==> src/rtl/ff_sweep_sequencer.sv <==
// ff_sweep_sequencer: native-bus master that drives a phase sweep on the
// flip-flop metastability test core. It loads the init value once. It then
// runs one probability test per sweep point and emits one result record per
// point. Between points it issues `stride` phase-shift writes.
//
// Optional feature: define SWEEP_TIMEOUT_EN to bound every bus wait to
// TIMEOUT_CYCLES. On expiry err is set and the sweep finishes. Without the
// macro, waits are unbounded and err is tied low.
//
// Ports:
//   NATIVE_CLK, rst_n       clock (shared with core), async active-low reset
//   cfg_start               one-cycle start pulse (ignored while busy)
//   cfg_steps/stride/dir    sweep shape, sampled at start
//   cfg_init                init value written to core address 1
//   abort                   level; stops the sweep after the current record
//   busy, done, err         status (done is a one-cycle pulse, err is sticky)
//   M_EN/M_WR/M_ADDR/M_WDATA/M_RDATA/M_READY   native bus master
//   res_valid/res_ready/res_step/res_prob      result record stream
module ff_sweep_sequencer #(
  parameter int unsigned ADDR_W         = 3,
  parameter int unsigned DATA_W         = 32,
  parameter int unsigned STEP_W         = 16,
  parameter int unsigned STRIDE_W       = 8,
  parameter int unsigned TIMEOUT_CYCLES = 1048576
) (
  input  logic                NATIVE_CLK,
  input  logic                rst_n,
  input  logic                cfg_start,
  input  logic [STEP_W-1:0]   cfg_steps,
  input  logic [STRIDE_W-1:0] cfg_stride,
  input  logic                cfg_dir,
  input  logic                cfg_init,
  input  logic                abort,
  output logic                busy,
  output logic                done,
  output logic                err,
  output logic                M_EN,
  output logic                M_WR,
  output logic [ADDR_W-1:0]   M_ADDR,
  output logic [DATA_W-1:0]   M_WDATA,
  input  logic [DATA_W-1:0]   M_RDATA,
  input  logic                M_READY,
  output logic                res_valid,
  input  logic                res_ready,
  output logic [STEP_W-1:0]   res_step,
  output logic [DATA_W-1:0]   res_prob
);

  typedef enum logic [3:0] {
    IDLE, LOAD, LOAD_WAIT, TEST, TEST_WAIT, PUSH, SHIFT, SHIFT_WAIT, FINISH
  } state_t;

  state_t              state_q, state_d;
  logic                busy_q, busy_d;
  logic                done_q, done_d;
  logic                m_en_q, m_en_d;
  logic                m_wr_q, m_wr_d;
  logic [ADDR_W-1:0]   m_addr_q, m_addr_d;
  logic [DATA_W-1:0]   m_wdata_q, m_wdata_d;
  logic                res_valid_q, res_valid_d;
  logic [STEP_W-1:0]   res_step_q, res_step_d;
  logic [DATA_W-1:0]   res_prob_q, res_prob_d;
  logic [STEP_W-1:0]   steps_q, steps_d;
  logic [STRIDE_W-1:0] stride_q, stride_d;
  logic                dir_q, dir_d;
  logic [STEP_W-1:0]   step_idx_q, step_idx_d;
  logic [STRIDE_W-1:0] shift_cnt_q, shift_cnt_d;
  logic                rdy_c;

`ifdef SWEEP_TIMEOUT_EN
  localparam int unsigned TMO_W = (TIMEOUT_CYCLES > 2) ? $clog2(TIMEOUT_CYCLES) : 1;
  logic             err_q, err_d;
  logic [TMO_W-1:0] tmo_cnt_q, tmo_cnt_d;
`endif

  // Ready counts only after the strobe cycle; the core's ready is registered.
  assign rdy_c = M_READY && !m_en_q;

  // Next-state and next-output logic.
  always_comb begin
    state_d     = state_q;
    done_d      = 1'b0;
    m_en_d      = 1'b0;
    m_wr_d      = m_wr_q;
    m_addr_d    = m_addr_q;
    m_wdata_d   = m_wdata_q;
    res_valid_d = res_valid_q;
    res_step_d  = res_step_q;
    res_prob_d  = res_prob_q;
    steps_d     = steps_q;
    stride_d    = stride_q;
    dir_d       = dir_q;
    step_idx_d  = step_idx_q;
    shift_cnt_d = shift_cnt_q;
`ifdef SWEEP_TIMEOUT_EN
    err_d       = err_q;
    tmo_cnt_d   = tmo_cnt_q;
`endif

    case (state_q)
      IDLE: begin
        if (cfg_start) begin
          steps_d    = cfg_steps;
          stride_d   = cfg_stride;
          dir_d      = cfg_dir;
          step_idx_d = '0;
`ifdef SWEEP_TIMEOUT_EN
          err_d      = 1'b0;
`endif
          // A start under abort, or with no points, finishes without bus activity.
          state_d = (cfg_steps == '0 || abort) ? FINISH : LOAD;
        end
      end
      LOAD: begin
        m_en_d    = 1'b1;
        m_wr_d    = 1'b1;
        m_addr_d  = ADDR_W'(1);
        m_wdata_d = DATA_W'(cfg_init);
        state_d   = LOAD_WAIT;
      end
      LOAD_WAIT: begin
        if (rdy_c) state_d = TEST;
      end
      TEST: begin
        m_en_d   = 1'b1;
        m_wr_d   = 1'b0;
        m_addr_d = ADDR_W'(2);
        state_d  = TEST_WAIT;
      end
      TEST_WAIT: begin
        if (rdy_c) begin
          res_prob_d  = M_RDATA;
          res_step_d  = step_idx_q;
          res_valid_d = 1'b1;
          state_d     = PUSH;
        end
      end
      PUSH: begin
        if (res_ready) begin
          res_valid_d = 1'b0;
          if (step_idx_q == steps_q - STEP_W'(1) || abort) begin
            state_d = FINISH;
          end else begin
            step_idx_d  = step_idx_q + STEP_W'(1);
            shift_cnt_d = stride_q;
            state_d     = (stride_q != '0) ? SHIFT : TEST;
          end
        end
      end
      SHIFT: begin
        m_en_d    = 1'b1;
        m_wr_d    = 1'b1;
        m_addr_d  = ADDR_W'(0);
        m_wdata_d = DATA_W'(dir_q);
        state_d   = SHIFT_WAIT;
      end
      SHIFT_WAIT: begin
        // Returning through SHIFT guarantees an idle cycle between shift strobes.
        if (rdy_c) begin
          shift_cnt_d = shift_cnt_q - STRIDE_W'(1);
          state_d     = (shift_cnt_q == STRIDE_W'(1)) ? TEST : SHIFT;
        end
      end
      FINISH: begin
        done_d  = 1'b1;
        state_d = IDLE;
      end
      default: state_d = IDLE;
    endcase

`ifdef SWEEP_TIMEOUT_EN
    // Wait-cycle counter: the strobe cycle counts as the first waited cycle.
    if (m_en_d) begin
      tmo_cnt_d = TMO_W'(1);
    end else if ((state_q == LOAD_WAIT || state_q == TEST_WAIT ||
                  state_q == SHIFT_WAIT) && !rdy_c) begin
      if (tmo_cnt_q == TMO_W'(TIMEOUT_CYCLES - 1)) begin
        err_d   = 1'b1;
        state_d = FINISH;
      end else begin
        tmo_cnt_d = tmo_cnt_q + TMO_W'(1);
      end
    end
`endif

    busy_d = (state_d != IDLE);
  end

  // State and output registers.
  always_ff @(posedge NATIVE_CLK or negedge rst_n) begin
    if (!rst_n) begin
      state_q     <= IDLE;
      busy_q      <= 1'b0;
      done_q      <= 1'b0;
      m_en_q      <= 1'b0;
      m_wr_q      <= 1'b0;
      m_addr_q    <= '0;
      m_wdata_q   <= '0;
      res_valid_q <= 1'b0;
      res_step_q  <= '0;
      res_prob_q  <= '0;
      steps_q     <= '0;
      stride_q    <= '0;
      dir_q       <= 1'b0;
      step_idx_q  <= '0;
      shift_cnt_q <= '0;
`ifdef SWEEP_TIMEOUT_EN
      err_q       <= 1'b0;
      tmo_cnt_q   <= '0;
`endif
    end else begin
      state_q     <= state_d;
      busy_q      <= busy_d;
      done_q      <= done_d;
      m_en_q      <= m_en_d;
      m_wr_q      <= m_wr_d;
      m_addr_q    <= m_addr_d;
      m_wdata_q   <= m_wdata_d;
      res_valid_q <= res_valid_d;
      res_step_q  <= res_step_d;
      res_prob_q  <= res_prob_d;
      steps_q     <= steps_d;
      stride_q    <= stride_d;
      dir_q       <= dir_d;
      step_idx_q  <= step_idx_d;
      shift_cnt_q <= shift_cnt_d;
`ifdef SWEEP_TIMEOUT_EN
      err_q       <= err_d;
      tmo_cnt_q   <= tmo_cnt_d;
`endif
    end
  end

`ifdef SWEEP_TIMEOUT_EN
  assign err = err_q;
`else
  // Waits are unbounded in this build; the limit parameter has no effect.
  logic unused_timeout;
  assign unused_timeout = |32'(TIMEOUT_CYCLES);
  assign err = 1'b0;
`endif

  assign busy      = busy_q;
  assign done      = done_q;
  assign M_EN      = m_en_q;
  assign M_WR      = m_wr_q;
  assign M_ADDR    = m_addr_q;
  assign M_WDATA   = m_wdata_q;
  assign res_valid = res_valid_q;
  assign res_step  = res_step_q;
  assign res_prob  = res_prob_q;

endmodule

==> config.mk <==
export PLATFORM = sky130hd
export DESIGN_NAME = ff_sweep_sequencer
export DESIGN_NICKNAME = d
export VERILOG_FILES = /design/src/rtl/ff_sweep_sequencer.sv
export SDC_FILE = /design/constraint.sdc
export NUM_CORES = 1
export LEC_CHECK = 0
export BUFFER_PORTS_ARGS = -buffer_cell sky130_fd_sc_hd__clkbuf_2
export CORE_UTILIZATION = 40
export CTS_CLUSTER_DIAMETER = 120
export DETAILED_ROUTE_END_ITERATION = 8
export PLACE_DENSITY = 0.6
export SLEW_MARGIN = 15
export SYNTH_ARGS = -nofsm -noshare
export SYNTH_HDL_FRONTEND = slang
export SYNTH_SLANG_ARGS = --single-unit
==> constraint.sdc <==
create_clock -name NATIVE_CLK -period 5.9 [get_ports NATIVE_CLK]
set_input_delay 0.295 -clock NATIVE_CLK [delete_from_list [all_inputs] [get_ports NATIVE_CLK]]
set_output_delay 0.295 -clock NATIVE_CLK [all_outputs]
set_load 0.02 [all_outputs]
==> impl_metrics.json <==
{
  "outcome": "finished clean",
  "postRouteWirelength_um": 12500,
  "clkLatencyLatePin_ps": 350,
  "clkSinkCount": 109,
  "avgSynthCellArea_um2": 10.0,
  "final_cell_mix": "clkbuf_2, dfrtp_1, nand2_1, mux2_2, conb_1",
  "die_h_um": 121,
  "syn_area_um2": 5640,
  "path_cells": "inv_1 > ha_1 > or3b_2 > o41ai_1 > nor2_1 > o31ai_1 > o31a_1 > a22oi_4 > o31a_2 > a21oi_1",
  "ant_nets": 0,
  "ys_ff_latch": 109,
  "skew_ps": 7.16,
  "power.share.clock_pct": 17.7,
  "wl_per_cell_um": 14.6,
  "cap_violations": 0,
  "synth_edf_count": 0,
  "rsz0062_at_grt": "false",
  "crit_path_max_incr_delay_ps": 500,
  "fin_nets": 742,
  "diodes": 0,
  "cp_max_fo": 8,
  "cts_resized": 0,
  "n_fill_cell": 1330,
  "setup_violations": 0,
  "ir_drop_mv": 0.193,
  "timing.rr.start": "steps_q[0]",
  "hp-class": "input port to flip-flop",
  "synthTopCellsByArea": "dfrtp_1, mux2_2, nand2_1, buf_4, o21ai_0",
  "root_buffer": "clkbuf_16",
  "synth_top_area_share_pct": 48.4,
  "port_buffers": 119,
  "via_per_inst": 5.14,
  "syn_inst": 564,
  "seqPwrFrac_pct": 40.5,
  "synth.distinct_cells": 67,
  "area_growth_pct": 16.0,
  "yosysWarnings": 0,
  "rrSetupSlack_ps": 2530,
  "die_area_um2": 14600,
  "synth-main-ff-cell": "dfrtp_1",
  "cellPowerDensity_nw_per_um2": 490,
  "pin_count": 153,
  "slew_viol_final": 0,
  "dp_hpwl_um": 9150,
  "max_freq_ghz": 0.297,
  "criticalPathCategory": "flip-flop to flip-flop",
  "p_sw_share_pct": 41.3,
  "num_rows": 43,
  "p_sw_mw": 1.32,
  "fp.dieW_um": 121,
  "first_pass_iters": 5,
  "period_minus_slack_ps": 3370,
  "arrival_ps": 3640,
  "drive_above_1_share_pct": 29.6,
  "worst_pin_slew_ps": 1060,
  "r2r-end": "shift_cnt_q[0]",
  "hold_start": "cfg_stride[2]",
  "worstSetupStartpoint": "steps_q[0]",
  "crit_slowest_cell": "or3b_2",
  "cts.clk_slew.worst_paths_ps": 70,
  "drc": 0,
  "clockBufferDepth": 2,
  "hold_viol": 0,
  "combPwrFrac_pct": 41.8,
  "coreArea_um2": 13800,
  "clock_tree.htree_level_count": 3,
  "ys_seq_area_share_pct": 48.4,
  "drt_iter0_markers": 197,
  "placed_cells": 842,
  "setup_tns_ps": 0,
  "rr_worst_depth": 10,
  "async_flop_share_pct": 100,
  "layout_commonest_cell": "clkbuf_2",
  "vias": 4408,
  "grt_max_degree": 62,
  "power_mw": 3.20,
  "required_ps": 6170,
  "critical_path.endpoint_type": "flip-flop",
  "period_share_pct": 57.1,
  "instances_no_fill": 858,
  "grt_antenna_before_repair": 0,
  "relSlewSlack_pct": 29.4,
  "grt_pass1_vias": 4130,
  "cts_buffers": 9,
  "groute.usage.overall_pct": 17.8,
  "cts_tree": "yes",
  "gr-total-overflow": 0,
  "grt_pass1_wl_um": 20200,
  "cp-start-kind": "flip-flop",
  "start_util_pct": 40.8,
  "synth_top_area_cell": "dfrtp_1",
  "place.gp.congestion": 0.833,
  "internal_power_mw": 1.88,
  "p_leak_nw": 3.16,
  "crit_end": "shift_cnt_q[0]"
}
-- through the flow --
step | hold slack (ps) | util [%] | setup slack (ps) | area, µm²
6_report | 133 | 47.3 | 2530 | 6540
5_1_grt | 137 | 47.3 | 2280 | 6540
4_1_cts | 119 | 47.3 | 2540 | 6540
3_5_place_dp | 372 | 45.3 | 2560 | 6260
3_3_place_gp | 368 | 45.3 | 2670 | 6260
2_1_floorplan | -0.591 | - | 2930 | 5760
-- registers in the layout (all words and copies together), names as in the netlist, 2 cells and up --
register and cells:
stride_q 8, step_idx_q 16, res_step 16, shift_cnt_q 8, steps_q 16, M_ADDR 2, state_q 4, res_prob 32
-- synthesized netlist by cell type (all sizes together) (6+ instances only) --
cell type and n:
a2bb2oi 6, clkbuf 20, nor2 34, a21oi 19, o21ai 30, nor3 12
nor4 11, xor2 16, inv 15, nand2 87, dfrtp 109, nand4 6
or4 7, and3 6, buf 36, mux2 44, or3 6, nand3 20
xnor2 11
-- area by class of cell --
type | count | area, µm² | area share, %
clock buffer | 9 | 225 | 3.44
clock inverter | 6 | 48.8 | 0.746
inverter | 15 | 56.3 | 0.861
multi-input combinational | 416 | 2630 | 40.2
sequential | 109 | 2730 | 41.7
tap | 180 | 225 | 3.44
timing repair buffer | 123 | 631 | 9.64
-- worst min-delay path by stage --
stage	endpoint	slack [ps]	depth (start not counted)
after floorplan	M_ADDR[0]	-0.6	0
after CTS	stride_q[2]	120	3
after global routing	stride_q[2]	140	3
after detailed placement	steps_q[14]	370	1
after global placement	steps_q[14]	370	1
final	stride_q[2]	130	3
-- per-layer routing --
metal  routed length (µm)  track usage (%)  vias up
li1                     -                -     2128
met4                  182             7.33        0
met5                    0                0        -
met3                  758             3.30       14
met2                 5580             27.9      160
met1                 5970             24.2     2106
-- cell families (layout without fill, tap and decap cells) --
kind of cell             after synthesis  after routing  share of synthesized area (%)
AO/OA/AOI/OAI                         92             92                           10.9
XOR/XNOR                              27             27                           4.19
adder cells (fa/ha/maj)                4              4                          0.887
buffers and inverters                 71            153                           7.25
flip-flops                           109            109                           48.4
multiplexers                          46             46                           9.14
other                                  1             33                         0.0665
AND/OR/NAND/NOR                      214            214                           19.2
-- timing repair --
item	in CTS	in global routing
hold buffers	1	0
endpoints found under the hold margin	12	0
setup buffers	0	0
-- worst max-delay path: cells and delay by family (launching register included) --
kind,cells,cell delay (ps)
fa+ha+maj,1,210
compound gates,6,2000
flops,1,400
buf+inv,1,100
simple gates,2,580
-- power groups by stage --
stage	logic [mW]	clock network (mW)	registers (mW)
6_report	1.34	0.568	1.30
5_1_grt	1.48	0.626	1.34
4_1_cts	1.35	0.591	1.30
3_5_place_dp	1.34	0	1.31
3_3_place_gp	1.32	0	1.30
2_1_floorplan	0.885	0	1.39
No activity file was read; power rests on OpenSTA's default activity.
